==> src/rtl/msx_slot_access_ctrl.sv <==
// MSX slot access controller: resolves CPU accesses through primary/secondary slot state and an
// external layout table, then runs a single bounded memory cycle on behalf of the CPU.
module msx_slot_access_ctrl #(
  parameter int SLOTS    = 4,
  parameter int SUBSLOTS = 4,
  parameter int ADDR_W   = 27,
  parameter int TIMEOUT  = 255,
  localparam int SW      = $clog2(SLOTS),
  localparam int UW      = $clog2(SUBSLOTS),
  localparam int IW      = SW + UW + 2
) (
  input  logic              clk_sys_i,
  input  logic              reset_i,
  input  logic [15:0]       cpu_addr_i,
  input  logic [7:0]        cpu_data_in_i,
  input  logic              cpu_rd_i,
  input  logic              cpu_wr_i,
  output logic [7:0]        cpu_data_out_o,
  output logic              cpu_wait_o,
  output logic              cpu_done_o,
  input  logic [SW-1:0]     active_slot_i,
  input  logic [SLOTS-1:0]  expanded_i,
  output logic [IW-1:0]     lay_idx_o,
  input  logic              lay_valid_i,
  input  logic              lay_ro_i,
  input  logic [ADDR_W-1:0] lay_base_i,
  input  logic [15:0]       lay_blocks_i,
  input  logic [1:0]        lay_offset_i,
  output logic [ADDR_W-1:0] mem_addr_o,
  output logic              mem_rnw_o,
  output logic [7:0]        mem_data_out_o,
  output logic              mem_req_o,
  input  logic              mem_ack_i,
  input  logic [7:0]        mem_data_in_i,
  output logic              timeout_err_o
);

  localparam int RW = 4 * UW;
  localparam logic [15:0] TO_LAST = 16'(TIMEOUT - 1);

  typedef enum logic [2:0] {
    S_IDLE   = 3'd0,
    S_LOOKUP = 3'd1,
    S_CHECK  = 3'd2,
    S_MEM    = 3'd3,
    S_DONE   = 3'd4
  } state_e;

  function automatic logic [UW-1:0] page_field(input logic [RW-1:0] r, input logic [1:0] pg);
    logic [UW-1:0] f;
    f = {UW{1'b0}};
    for (int p = 0; p < 4; p++) begin
      if (pg == 2'(p)) f = r[p*UW +: UW];
    end
    return f;
  endfunction

  // Subslot register reads back inverted, with bits beyond the register forced high.
  function automatic logic [7:0] ss_readback(input logic [RW-1:0] r);
    logic [7:0] v;
    v = 8'hFF;
    v[RW-1:0] = ~r;
    return v;
  endfunction

  state_e                    state_q, state_d;
  logic                      armed_q, armed_d;
  logic [13:0]               addr_q, addr_d;
  logic [7:0]                data_q, data_d;
  logic                      rnw_q, rnw_d;
  logic [SLOTS-1:0][RW-1:0]  ss_q, ss_d;
  logic [15:0]               cnt_q, cnt_d;
  logic [IW-1:0]             lay_idx_q, lay_idx_d;
  logic [ADDR_W-1:0]         mem_addr_q, mem_addr_d;
  logic                      mem_rnw_q, mem_rnw_d;
  logic [7:0]                mem_wdata_q, mem_wdata_d;
  logic                      mem_req_q, mem_req_d;
  logic [7:0]                cpu_rdata_q, cpu_rdata_d;
  logic                      cpu_wait_q, cpu_wait_d;
  logic                      cpu_done_q, cpu_done_d;
  logic                      terr_q, terr_d;

  logic                      accept_s;
  logic                      local_s;
  logic                      unmapped_s;
  logic [UW-1:0]             sub_s;
  logic [ADDR_W-1:0]         off_s;

  // armed_q blocks re-acceptance until the CPU has released both request lines.
  assign accept_s   = armed_q & (cpu_rd_i ^ cpu_wr_i);
  assign local_s    = (cpu_addr_i == 16'hFFFF) & expanded_i[active_slot_i];
  assign sub_s      = expanded_i[active_slot_i] ?
                      page_field(ss_q[active_slot_i], cpu_addr_i[15:14]) : {UW{1'b0}};
  assign unmapped_s = ~lay_valid_i | ({14'd0, lay_offset_i} >= lay_blocks_i);
  assign off_s      = ADDR_W'({lay_offset_i, addr_q});

  // Next-state and next-output computation for the access sequencer.
  always_comb begin
    state_d     = state_q;
    armed_d     = armed_q;
    addr_d      = addr_q;
    data_d      = data_q;
    rnw_d       = rnw_q;
    ss_d        = ss_q;
    cnt_d       = cnt_q;
    lay_idx_d   = lay_idx_q;
    mem_addr_d  = mem_addr_q;
    mem_rnw_d   = mem_rnw_q;
    mem_wdata_d = mem_wdata_q;
    cpu_rdata_d = cpu_rdata_q;
    terr_d      = terr_q;

    case (state_q)
      S_IDLE: begin
        if (accept_s) begin
          addr_d = cpu_addr_i[13:0];
          data_d = cpu_data_in_i;
          rnw_d  = cpu_rd_i;
          if (local_s) begin
            if (cpu_wr_i) begin
              ss_d[active_slot_i] = cpu_data_in_i[RW-1:0];
            end else begin
              cpu_rdata_d = ss_readback(ss_q[active_slot_i]);
            end
            state_d = S_DONE;
          end else begin
            lay_idx_d = {active_slot_i, sub_s, cpu_addr_i[15:14]};
            state_d   = S_LOOKUP;
          end
        end else if (!cpu_rd_i && !cpu_wr_i) begin
          armed_d = 1'b1;
        end else begin
          armed_d = armed_q;
        end
      end
      S_LOOKUP: begin
        state_d = S_CHECK;
      end
      S_CHECK: begin
        if (unmapped_s) begin
          if (rnw_q) begin
            cpu_rdata_d = 8'hFF;
          end else begin
            cpu_rdata_d = cpu_rdata_q;
          end
          state_d = S_DONE;
        end else if (!rnw_q && lay_ro_i) begin
          state_d = S_DONE;
        end else begin
          mem_addr_d  = lay_base_i + off_s;
          mem_rnw_d   = rnw_q;
          mem_wdata_d = data_q;
          cnt_d       = 16'd0;
          state_d     = S_MEM;
        end
      end
      S_MEM: begin
        if (mem_ack_i) begin
          if (rnw_q) begin
            cpu_rdata_d = mem_data_in_i;
          end else begin
            cpu_rdata_d = cpu_rdata_q;
          end
          state_d = S_DONE;
        end else if (cnt_q == TO_LAST) begin
          terr_d = 1'b1;
          if (rnw_q) begin
            cpu_rdata_d = 8'hFF;
          end else begin
            cpu_rdata_d = cpu_rdata_q;
          end
          state_d = S_DONE;
        end else begin
          cnt_d = cnt_q + 16'd1;
        end
      end
      S_DONE: begin
        armed_d = 1'b0;
        state_d = S_IDLE;
      end
      default: begin
        state_d = S_IDLE;
      end
    endcase

    cpu_done_d = (state_d == S_DONE);
    cpu_wait_d = (state_d == S_LOOKUP) | (state_d == S_CHECK) | (state_d == S_MEM);
    mem_req_d  = (state_d == S_MEM);
  end

  // State and output registers with synchronous reset.
  always_ff @(posedge clk_sys_i) begin
    if (reset_i) begin
      state_q     <= S_IDLE;
      armed_q     <= 1'b0;
      addr_q      <= 14'd0;
      data_q      <= 8'd0;
      rnw_q       <= 1'b1;
      ss_q        <= '0;
      cnt_q       <= 16'd0;
      lay_idx_q   <= {IW{1'b0}};
      mem_addr_q  <= {ADDR_W{1'b0}};
      mem_rnw_q   <= 1'b1;
      mem_wdata_q <= 8'd0;
      mem_req_q   <= 1'b0;
      cpu_rdata_q <= 8'd0;
      cpu_wait_q  <= 1'b0;
      cpu_done_q  <= 1'b0;
      terr_q      <= 1'b0;
    end else begin
      state_q     <= state_d;
      armed_q     <= armed_d;
      addr_q      <= addr_d;
      data_q      <= data_d;
      rnw_q       <= rnw_d;
      ss_q        <= ss_d;
      cnt_q       <= cnt_d;
      lay_idx_q   <= lay_idx_d;
      mem_addr_q  <= mem_addr_d;
      mem_rnw_q   <= mem_rnw_d;
      mem_wdata_q <= mem_wdata_d;
      mem_req_q   <= mem_req_d;
      cpu_rdata_q <= cpu_rdata_d;
      cpu_wait_q  <= cpu_wait_d;
      cpu_done_q  <= cpu_done_d;
      terr_q      <= terr_d;
    end
  end

  assign cpu_data_out_o = cpu_rdata_q;
  assign cpu_wait_o     = cpu_wait_q;
  assign cpu_done_o     = cpu_done_q;
  assign lay_idx_o      = lay_idx_q;
  assign mem_addr_o     = mem_addr_q;
  assign mem_rnw_o      = mem_rnw_q;
  assign mem_data_out_o = mem_wdata_q;
  assign mem_req_o      = mem_req_q;
  assign timeout_err_o  = terr_q;

endmodule

==> config.mk <==
export PLATFORM = sky130hd
export DESIGN_NAME = msx_slot_access_ctrl
export DESIGN_NICKNAME = d
export VERILOG_FILES = /design/src/rtl/msx_slot_access_ctrl.sv
export SDC_FILE = /design/constraint.sdc
export NUM_CORES = 1
export LEC_CHECK = 0
export CAP_MARGIN = 20
export CORE_MARGIN = 2
export CORE_UTILIZATION = 46
export DETAILED_ROUTE_END_ITERATION = 6
export PLACE_DENSITY = 0.8
export REMOVE_ABC_BUFFERS = 1
export SKIP_CTS_REPAIR_TIMING = 1
export SYNTH_ARGS = -nofsm -noshare
export SYNTH_HDL_FRONTEND = slang
export SYNTH_SLANG_ARGS = --single-unit
==> constraint.sdc <==
create_clock -name clk_sys_i -period 2.4 [get_ports clk_sys_i]
set_input_delay 0.36 -clock clk_sys_i [delete_from_list [all_inputs] [get_ports clk_sys_i]]
set_output_delay 0.36 -clock clk_sys_i [all_outputs]
set_load 0.01 [all_outputs]
# Word level (Yosys, flattened, before mapping)
# Cells that the tools add are included.
# totals
inputBits,90
out_inout_bits,54
reg_bits,129
# op_classes
n_bitwise,12
n_reduce_logical,19
magnitude_cmp,3
muxes,36
n_eq_ne,25
addsub,2
# ops
cell,count
8-bit two-way mux,10
16-bit two-way mux,4
32-bit bitwise mux,1
16-bit case mux with 2 select lines,1
27-bit by 16-bit adder with 27-bit output,1
8-bit case mux with 3 select lines,1
2-bit inequality test (second input constant),10
3-bit two-way mux,6
16-bit by 1-bit adder with 16-bit output (second input constant),1
8-bit binary-select mux with 2-bit select,1
8-bit demux with 2-bit select,1
16-bit equality test (second input constant),1
16-bit by 8-bit equality test with 1-bit output (second input constant),1
2-bit by 16-bit greater-or-equal comparator with 1-bit output,1
3-bit by 2-bit equality test with 1-bit output (second input constant),4
3-bit case mux with 4 select lines,1
3-bit AND reduction,4
2-bit two-way mux,5
8-bit NOT,1
7-bit AND reduction,1
3-bit by 1-bit equality test with 1-bit output (second input constant),2
3-bit equality test (second input constant),2
3-bit inequality test (second input constant),2
1-bit NOT,5
other kinds (19),30

# Depth between registers and ports, before layout
# Gate-level depths: netlist (run 1).
# depth
ltp_word,9
depth_mapped,10
ltp_nobuf,9

# Worst setup path after synthesis (run 1)
# Ideal clock, no wire load.
# synth_timing
path_type,in2reg
start,in lay_base_i[0]
end,reg mem_addr_q[20] (netlist: mem_addr_o[20])
setup_time_ns,0.091
path_buffers,0
stages,9
setup_slack_ns,-0.098
required_ns,2.309
arrival_ns,2.407
cell_sequence,ha_1 inv_1 fa_1 nand2b_1 a21o_1 a211o_1 a211o_1 or3_1 a311oi_1
# synth_between
elab_chain_len,1
# synth_lines
item,line,source
start: declaration,26,"input logic [ADDR_W-1:0] lay_base_i,"
27-bit by 16-bit adder with 27-bit output,150,mem_addr_d = lay_base_i + off_s;
end signal: assignment,202,mem_addr_q <= {ADDR_W{1'b0}};
end signal: assignment,219,mem_addr_q <= mem_addr_d;
end: declaration,74,"logic [ADDR_W-1:0] mem_addr_q, mem_addr_d;"
# Every way passes these cells.
# A chain may end at the register's enable or synchronous reset.

# Worst setup path after layout (run 1)
# layout_timing
start,reg addr_q[0]
end,reg mem_addr_q[20] (netlist: mem_addr_o[20])
# layout_between
elab_chain_len,1
# layout_lines
item,line,source
start: declaration,68,"logic [13:0] addr_q, addr_d;"
start signal: assignment,213,addr_q <= addr_d;
27-bit by 16-bit adder with 27-bit output,150,
# Every way passes these cells.

==> results of run 1 <==
[sequential cells by signal, summed over array words and instances (netlist names)]
name            count
addr_q             14
armed_q             1
cnt_q              16
cpu_data_out_o      8
cpu_done_o          1
cpu_wait_o          1
data_q              8
lay_idx_o           6
mem_addr_o         27
mem_data_out_o      8
mem_req_o           1
mem_rnw_o           1
rnw_q               1
ss_q               32
state_q             3
timeout_err_o       1
[cell usage in the layout (no fill, tap or decap), types with 18 or more instances in the layout]
cell,Yosys,final
inv_1,27,26
clkdlybuf4s50_1,0,141
a211oi_1,22,18
nor3_1,18,18
dfxtp_1,129,128
buf_4,1,94
nand2_1,102,102
nor2_1,115,115
mux2i_1,37,37
a21oi_1,80,77
[per-stage QoR]
stage / setup WS [ns] / hold slack, ns / cells
after floorplan: -1.44 / 0.426 / 740
after detailed placement: -0.671 / 0.446 / 1163
after global routing: -0.322 / 0.270 / 1197
after CTS: -0.214 / 0.252 / 1193
final: -0.212 / 0.276 / 1197
after global placement: -0.613 / 0.438 / 1163
[critical path, delay by kind of cell, from the launching register on]
| family | cells | cell delay, ns |
|---|---|---|
| AND/OR/NAND/NOR | 2 | 0.53 |
| adder cells (fa/ha/maj) | 2 | 0.50 |
| AO/OA/AOI/OAI | 4 | 1.11 |
| flip-flops | 1 | 0.35 |
| buffers and inverters | 1 | 0.04 |
[report_power, final]
part	internal (mW)	total [mW]	switching (mW)	leakage [nW]
clock network	1.63	2.63	0.998	0.283
registers	2.18	2.21	0.0264	1.04
logic	0.399	0.770	0.372	2.23
[layer usage]
metal	vias to the layer above	global-route usage, %	routed length [um]
li1	3236	-	-
met1	3160	32.2	8420
met2	278	41.8	9760
met3	41	5.91	1370
met4	0	9.62	412
met5	-	0	0
[worst paths after layout]
kind                     startpoint                 to  slack [ns]  cells after the start
setup / recovery          addr_q[0]     mem_addr_o[20]       -0.21                      9
hold / removal              reset_i       lay_idx_o[0]        0.28                      2
setup reg to reg          addr_q[0]     mem_addr_o[20]       -0.21                      9
hold reg to reg   mem_data_out_o[7]  mem_data_out_o[7]        0.45                      2
[area by class of cell]
cell class | count | area (um2)
clock buffers | 18 | 429
clock inverters | 12 | 159
fillers | 1075 | 4190
inverters | 27 | 101
multi-input cells | 584 | 3960
flip-flops and latches | 129 | 2580
well taps | 180 | 225
repair buffers | 247 | 2340
[cell families (layout without fill, tap and decap cells)]
logic type | after synthesis | after routing | synth area share [%]
AND/OR/NAND/NOR | 324 | 324 | 23.7
AO/OA/AOI/OAI | 171 | 171 | 16.9
flip-flops | 129 | 129 | 39.0
buffers and inverters | 68 | 304 | 4.18
multiplexers | 48 | 48 | 9.34
adder cells (fa/ha/maj) | 22 | 22 | 4.27
XOR/XNOR | 19 | 19 | 2.51
==> metrics.md, run 1 <==
| Metric | Value |
|---|---|
| Status | complete, but fails checks |
| Violated checks | setup timing |
| Clk root buf | clkbuf_16 |
| TritonCTS clock tree | yes |
| Clock buffer depth | 2 |
| Unique cell type count in the Yosys netlist | 61 |
| Fmax | 383 MHz |
| Clock Latency Late Sink | 0.43 ns |
| Total track usage | 25.3% |
| P per Cell Area | 572 nW/um2 |
| Finished Cell Area | 9800 um2 |
| Overall power | 5.60 mW |
| Area grow syn2layout | 48.0% |
| Die Area | 15400 um2 |
| IO buf count | 143 |
| Fraction of layout instances using a drive strength above 1 | 18.4% |
| Largest net degree at the start of global routing | 73 |
| CP endpoint kind | register |
| Final-report max-slew violation count | 0 |
| Core Util, Final | 70.0% |
| Final hold viol count | 0 |
| Routability cong. | 0.911 |
| Pre-Repair DR Iteration Count | 5 |
| Final worst-path cycle share | 109% |
| Antenna cells | 0 |
| Cell row count | 43 |
| # nets final | 1118 |
| Final setup viols | 5 |
| CP peak stage delay | 0.38 ns |
| CORE AREA | 14000 um2 |
| Mapped Cells | 781 |
| Number of flops mapped to enable cells by yosys | 0 |
| Share of the synthesized area in the top cell type | 39.0% |
| Worst-path maximum fanout | 6 |
| Number of global-route vias before repair | 6153 |
| Yosys top cell by area | dfxtp_1 |
| Via-per-instance ratio | 5.61 |
| Vias | 6715 |
| First-pass GRT wire length | 29900 um |
| Post-Route WL | 20000 um |
| DRC viols | 0 |
| Post-Synthesis Cell Area | 6620 um2 |
| Count leader, synth | dfxtp_1 |
| Arrival time at the worst endpoint | 2.95 ns |
| Clk sinks | 129 |
| Setup Skew | 0.0135 ns |
| H-tree depth | 4 |
| # Max-Cap Violations | 0 |
| Hold WC Path Type | input pin to register |
| Avg WL per Cell | 16.7 um |
| DRT iter0 DRCs | 550 |
| P_leak | 3.56 nW |
| Setup TNS | -0.650 ns |
| Synth Register Bits | 129 |
| Worst-path clk slew | 0.06 ns |
| Top cell by count, worst path | a211o_1 |
| Sequential fraction of the synthesis area | 39.0% |
| Synth area leaders | dfxtp_1, nor2_1, a21oi_1, nand2_1, mux2i_1 |
| Grt ovf | 0 |
| Final setup margin | -0.212 ns |
| HPWL after DPL | 13900 um |
| Slew HR | 64.4% |
| WP data required | 2.74 ns |
| Antenna violations before repair | 0 |
| Die Ht | 124 um |
| Residual antenna-violating net count after detailed routing | 0 |
| Peak VDD IR | 561 uV |
| TritonCTS Buffers | 17 |
| Synth Flop Type | dfxtp_1 |
| Worst Tran Pin Value | 0.534 ns |
| Boundary Pins | 144 |
| Final min period | 2.61 ns |
| CP Class | register to register |
| Critical Path Start Type | register |
| RSZ-0062 raised after global routing | yes |
| CP Cell Sequence | ha_4 > inv_2 > fa_2 > nand2b_4 > a21o_1 > a211o_1 > a211o_1 > or3_1 > a311oi_1 |
| Die Wd | 124 um |
| Initial core utilization | 47.3% |
| Cell area after placement | 8990 um2 |
| CP max stage cell | or3_1 |
| Async SR Flop Fraction | 0% |
| Post-Synthesis Mean Instance Area | 8.47 um2 |
| Synth warn | 0 |
| Top cells by count, synth | dfxtp_1, nor2_1, nand2_1 |
No activity file was read; power rests on OpenSTA's default activity.
==> inputs of run 2 (changes only) <==
Settings changed: SETUP_SLACK_MARGIN from default to 0.02, SKIP_CTS_REPAIR_TIMING 1 to default.
==> run 2 against run 1 <==
Combinational power decreased by 1%. Cell area shrank 0.33%. Critical path depth is the same. Core utilization shrank 0.23 points. The run still ends with setup timing left. Highest routed layer unchanged. Critical endpoint unchanged. Worst setup slack gained 0.14 ns. Die area unchanged.
==> metrics.md, run 2 (same netlist as run 1, synthesis figures left out) <==
| Metric | Value |
|---|---|
| Fillcell total | 1077 |
| First-pass GRT wire length | 30200 um |
| Initial core utilization | 47.3% |
| Combinational power share | 13.6% |
| CP endpoint kind | register |
| Final setup margin | -0.0727 ns |
| Final setup viols | 4 |
| DRC viols | 0 |
| Commonest non-fill, non-tap cell in the layout | clkdlybuf4s50_1 |
| Antenna cells | 0 |
| WP data required | 2.73 ns |
| CORE AREA | 14000 um2 |
| Fin cells | 1197 |
| Hold Path Cell Cnt | 2 |
| Final min period | 2.47 ns |
| Sw Pwr | 1.37 mW |
| Switch share | 24.6% |
| CP max stage cell | dfxtp_2 |
| Setup Skew | 0.00923 ns |
| HPWL after DPL | 13900 um |
| Hold_buf cts | 0 |
| CP Cell Sequence | ha_4 > inv_2 > fa_2 > nand2b_4 > a21o_1 > a211o_1 > a211o_1 > or3_1 > a311oi_1 |
| Slew HR | 65.2% |
| Hold WC Path Type | input pin to register |
| Residual antenna-violating net count after detailed routing | 0 |
| Cell row count | 43 |
| Internal power | 4.20 mW |
| TritonCTS clock tree | yes |
| Area grow syn2layout | 47.5% |
| Largest net degree at the start of global routing | 73 |
| P per Cell Area | 571 nW/um2 |
| Sequential Power Share | 39.6% |
| Overall power | 5.58 mW |
| Clk root buf | clkbuf_16 |
| Arrival time at the worst endpoint | 2.81 ns |
| Avg WL per Cell | 16.4 um |
| Vias | 6683 |
| Grt ovf | 0 |
| Boundary Pins | 144 |
| Final hold viol count | 0 |
| Worst r2r path cells | 9 |
| Die Wd | 124 um |
| Worst Tran Pin Value | 0.517 ns |
| DP Worst Slack | -0.671 ns |
| Clock buffer depth | 2 |
| # Max-Cap Violations | 0 |
| CP Class | register to register |
| Worst-path maximum fanout | 6 |
| Worst-path clk slew | 0.06 ns |
| Final worst-path cycle share | 103% |
| Antenna violations before repair | 0 |
| CP peak stage delay | 0.34 ns |
| Die Ht | 124 um |
| Most frequent cells in the layout | clkdlybuf4s50_1, dfxtp_1, nor2_1 |
| H-tree depth | 4 |
| IO buf count | 143 |
| # nets final | 1118 |
| Number of global-route vias before repair | 6207 |
| Largest Register | ss_q |
| RSZ-0062 raised after global routing | yes |
| Status | complete, but fails checks |
| P_leak | 3.54 nW |
| Number of flip-flops in the largest register | 32 |
| Clk sinks | 129 |
| Violated checks | setup timing |
| DRT iter0 DRCs | 508 |
| Power share of the clock group | 46.8% |
| Clock Latency Late Sink | 0.42 ns |
| Placed insts | 1163 |
| Fraction of layout instances using a drive strength above 1 | 17.9% |
| Routability cong. | 0.911 |
| Total track usage | 25.5% |
| Core Util, Final | 69.8% |
| Fmax | 404 MHz |
| TritonCTS Buffers | 17 |
| Die Area | 15400 um2 |
| Finished Cell Area | 9760 um2 |
| Pre-Repair DR Iteration Count | 5 |
| Post-Route WL | 19700 um |
| Critical Path Start Type | register |
| Final-report max-slew violation count | 0 |
| Cell area after placement | 8990 um2 |
| Top cell by count, worst path | a211o_1 |
| Via-per-instance ratio | 5.58 |
| Peak VDD IR | 561 uV |
[run 2: routing by layer]
| layer | wire, um | global-route usage (%) | vias up |
|---|---|---|---|
| met5 | 0 | 0 | - |
| met4 | 300 | 9.62 | 0 |
| met3 | 1370 | 5.91 | 30 |
| met2 | 9640 | 42.3 | 278 |
| met1 | 8360 | 32.3 | 3141 |
| li1 | - | - | 3234 |
[run 2: area by class of cell]
cell class / instances / area [um2] / share of cell area, %
Clock buffer: 18 / 429 / 4.40
Clock inverter: 12 / 159 / 1.63
Timing Repair Buffer: 247 / 2340 / 23.9
Multi-Input combinational cell: 584 / 3930 / 40.2
Sequential cell: 129 / 2580 / 26.5
Inverter: 27 / 101 / 1.04
Tap cell: 180 / 225 / 2.31
[run 2: what timing repair did]
item	4_1_cts	5_1_grt
gates resized for setup	9	21
endpoints found under the setup margin	8	23
buffers inserted	3	2
hold endpoints to repair	0	0
cloned	0	0
pin swaps	9	16
[run 2: metrics by stage]
| step | hold WS [ns] | TNS [ns] |
|---|---|---|
| global placement | 0.438 | -16.96 |
| global route | 0.272 | -0.714 |
| CTS | 0.252 | -0.274 |
| finish | 0.276 | -0.171 |
| detailed placement | 0.446 | -19.24 |
| floorplan | 0.426 | -51.94 |
[run 2: final timing paths]
check / startpoint / to / slack, ns
worst max register to register: addr_q[0] / mem_addr_o[20] / -0.07
worst max-delay path: addr_q[0] / mem_addr_o[20] / -0.07
worst min-delay path: reset_i / mem_addr_o[17] / 0.28
worst min register to register: mem_data_out_o[7] / mem_data_out_o[7] / 0.45
[run 2: power groups by stage]
stage | Sequential, mW | Clock [mW] | Combinational (mW)
global route | 2.21 | 2.73 | 0.820
CTS | 2.20 | 2.64 | 0.729
detailed placement | 2.25 | 0 | 0.718
finish | 2.21 | 2.61 | 0.759
floorplan | 2.26 | 0 | 0.259
global placement | 2.25 | 0 | 0.708
[run 2: worst max-delay path: cells and delay by family (launching register included)]
family / cells / cell delay [ns]
AOI/OAI and AO/OA: 4 / 1.07
DFF: 1 / 0.34
buffers and inverters: 1 / 0.03
adders and majority gates: 2 / 0.46
and+or+nand+nor: 2 / 0.47
==> inputs of run 3 (changes only) <==
Settings changed: CORE_UTILIZATION 46 to 30, PLACE_DENSITY 0.8 to 0.58.
==> run 3 against run 2 <==
The run still ends with setup timing left. Worst setup slack got worse by 0.011 ns. Via count is 3.2% lower. Routed wire length is 2.5% higher. Global-route usage is 8.2 points lower. Power increased by 3.4%. Critical path type unchanged. Critical endpoint is now mem_addr_o[22]. Highest routed layer is now met5.
==> metrics.md, run 3 (same netlist as run 1, synthesis figures left out) <==
| Metric | Value |
|---|---|
| Total track usage | 17.3% |
| CORE AREA | 21800 um2 |
| Slew HR | 65.3% |
| Worst r2r path cells | 9 |
| Largest net degree at the start of global routing | 63 |
| Clk root buf | clkbuf_16 |
| Routability cong. | 0.785 |
| Antenna violations before repair | 2 |
| Cell row count | 54 |
| CP peak stage delay | 0.36 ns |
| Hold_ws | 0.285 ns |
| Boundary Pins | 144 |
| Sequential Power Share | 38.3% |
| Number of global-route vias before repair | 6402 |
| Most frequent cells in the layout | clkdlybuf4s50_1, dfxtp_1, nor2_1 |
| Overall power | 5.77 mW |
| Grt ovf | 0 |
| Status | complete, but fails checks |
| Final worst-path cycle share | 103% |
| Largest Register | ss_q |
| TritonCTS Buffers | 17 |
| Post-Route WL | 20200 um |
| Die Area | 23300 um2 |
| Fin cells | 1312 |
| H-tree depth | 4 |
| Via-per-instance ratio | 4.93 |
| Worst Tran Pin Value | 0.520 ns |
| Die Wd | 153 um |
| P per Cell Area | 575 nW/um2 |
| Clock buffer depth | 2 |
| Violated checks | setup timing |
| Power share of the clock group | 48.5% |
| DRC viols | 0 |
| Clk sinks | 129 |
| Peak VDD IR | 490 uV |
| Hold Path Cell Cnt | 3 |
| Vias | 6468 |
| Internal power | 4.40 mW |
| IO buf count | 143 |
| Initial core utilization | 30.4% |
| HPWL after DPL | 15000 um |
| Final min period | 2.48 ns |
| Finished Cell Area | 10000 um2 |
| CP endpoint kind | register |
| Switch share | 23.7% |
| Final setup margin | -0.0836 ns |
| WP data required | 2.74 ns |
| Number of flip-flops in the largest register | 32 |
| CP max stage cell | fa_2 |
| Setup Skew | 0.00940 ns |
| Final setup viols | 4 |
| Worst-path maximum fanout | 6 |
| P_leak | 3.66 nW |
| Fraction of layout instances using a drive strength above 1 | 19.2% |
| Combinational power share | 13.2% |
| Hold WC Path Type | input pin to register |
| Pre-Repair DR Iteration Count | 4 |
| CP Class | register to register |
| Final-report max-slew violation count | 0 |
| Critical Path Start Type | register |
| Commonest non-fill, non-tap cell in the layout | clkdlybuf4s50_1 |
| Top cell by count, worst path | a211o_1 |
| Worst-path clk slew | 0.06 ns |
| Area grow syn2layout | 51.7% |
| Die Ht | 153 um |
| Clock Latency Late Sink | 0.43 ns |
| Arrival time at the worst endpoint | 2.82 ns |
| # Max-Cap Violations | 0 |
| Residual antenna-violating net count after detailed routing | 0 |
| DRT iter0 DRCs | 322 |
| TritonCTS clock tree | yes |
| Sw Pwr | 1.37 mW |
| # nets final | 1129 |
| Cell area after placement | 9180 um2 |
| Fmax | 403 MHz |
| First-pass GRT wire length | 32500 um |
| RSZ-0062 raised after global routing | yes |
| Placed insts | 1273 |
| Avg WL per Cell | 15.4 um |
| CP Cell Sequence | ha_4 > inv_2 > fa_2 > nand2b_4 > a21o_1 > a211o_1 > a211o_1 > or3_1 > a311oi_1 |
| Final hold viol count | 0 |
-- run 3: cell count changes in the layout (fill, tap and decap cells not counted), moves of 3 or more --
cell            delta
buf_4              +9
a21oi_1            -4
a21oi_2            +3
clkbuf_8           +3
dlymetal6s2s_1     +3
inv_6              -3
-- run 3: path summary, 6_finish.rpt --
kind	from	to	slack [ns]
worst max register to register	addr_q[0]	mem_addr_o[22]	-0.08
worst min-delay path	cpu_addr_i[0]	addr_q[0]	0.28
worst min register to register	data_q[0]	mem_data_out_o[0]	0.45
worst max-delay path	addr_q[0]	mem_addr_o[22]	-0.08
-- run 3: routing by layer --
layer	track usage, %	share of wire (%)	vias up	wire length [um]
li1	-	-	3272	-
met1	21.6	46	3031	9180
met2	29.5	48	141	9720
met3	4.47	4.8	22	968
met4	5.20	1.4	2	278
met5	0	0.055	-	11
-- run 3: stage by stage --
| step | setup WS (ns) | setup TNS [ns] | utilization (%) |
|---|---|---|---|
| 2_1_floorplan | -1.44 | -51.94 | - |
| 3_3_place_gp | -0.692 | -27.37 | 42.2 |
| 3_5_place_dp | -0.716 | -29.34 | 42.2 |
| 4_1_cts | -0.214 | -0.721 | 45.4 |
| 5_1_grt | -0.167 | -0.560 | 46.1 |
| 6_report | -0.0836 | -0.160 | 46.1 |
-- run 3: what timing repair did --
item / CTS / global route
hold buffers: 0 / 0
gates cloned: 0 / 1
pin swaps: 16 / 24
endpoints found under the setup margin: 17 / 39
buffers inserted: 1 / 4
gates resized for setup: 15 / 23
hold endpoints to repair: 0 / 0
-- run 3: cell type report --
type                       count  area [um2]
antenna                        2        5.00
clock buffer                  23         478
clock inverter                 9         154
fill                        2110       11700
inverter                      27         101
multi-input combinational    584        3930
sequential                   129        2580
tap                          280         350
timing repair buffer         258        2440
-- run 3: power groups by stage --
stage          sequential, mW  clock (mW)  combinational [mW]
6_report                 2.21        2.80               0.762
5_1_grt                  2.21        2.94               0.835
4_1_cts                  2.21        2.84               0.745
3_5_place_dp             2.25           0               0.729
3_3_place_gp             2.25           0               0.725
2_1_floorplan            2.26           0               0.259
-- run 3: critical path, delay by kind of cell, from the launching register on --
kind,cells,cell delay [ns]
compound gates,4,1.04
fa+ha+maj,2,0.49
buf+inv,1,0.03
flops,1,0.35
simple gates,2,0.48
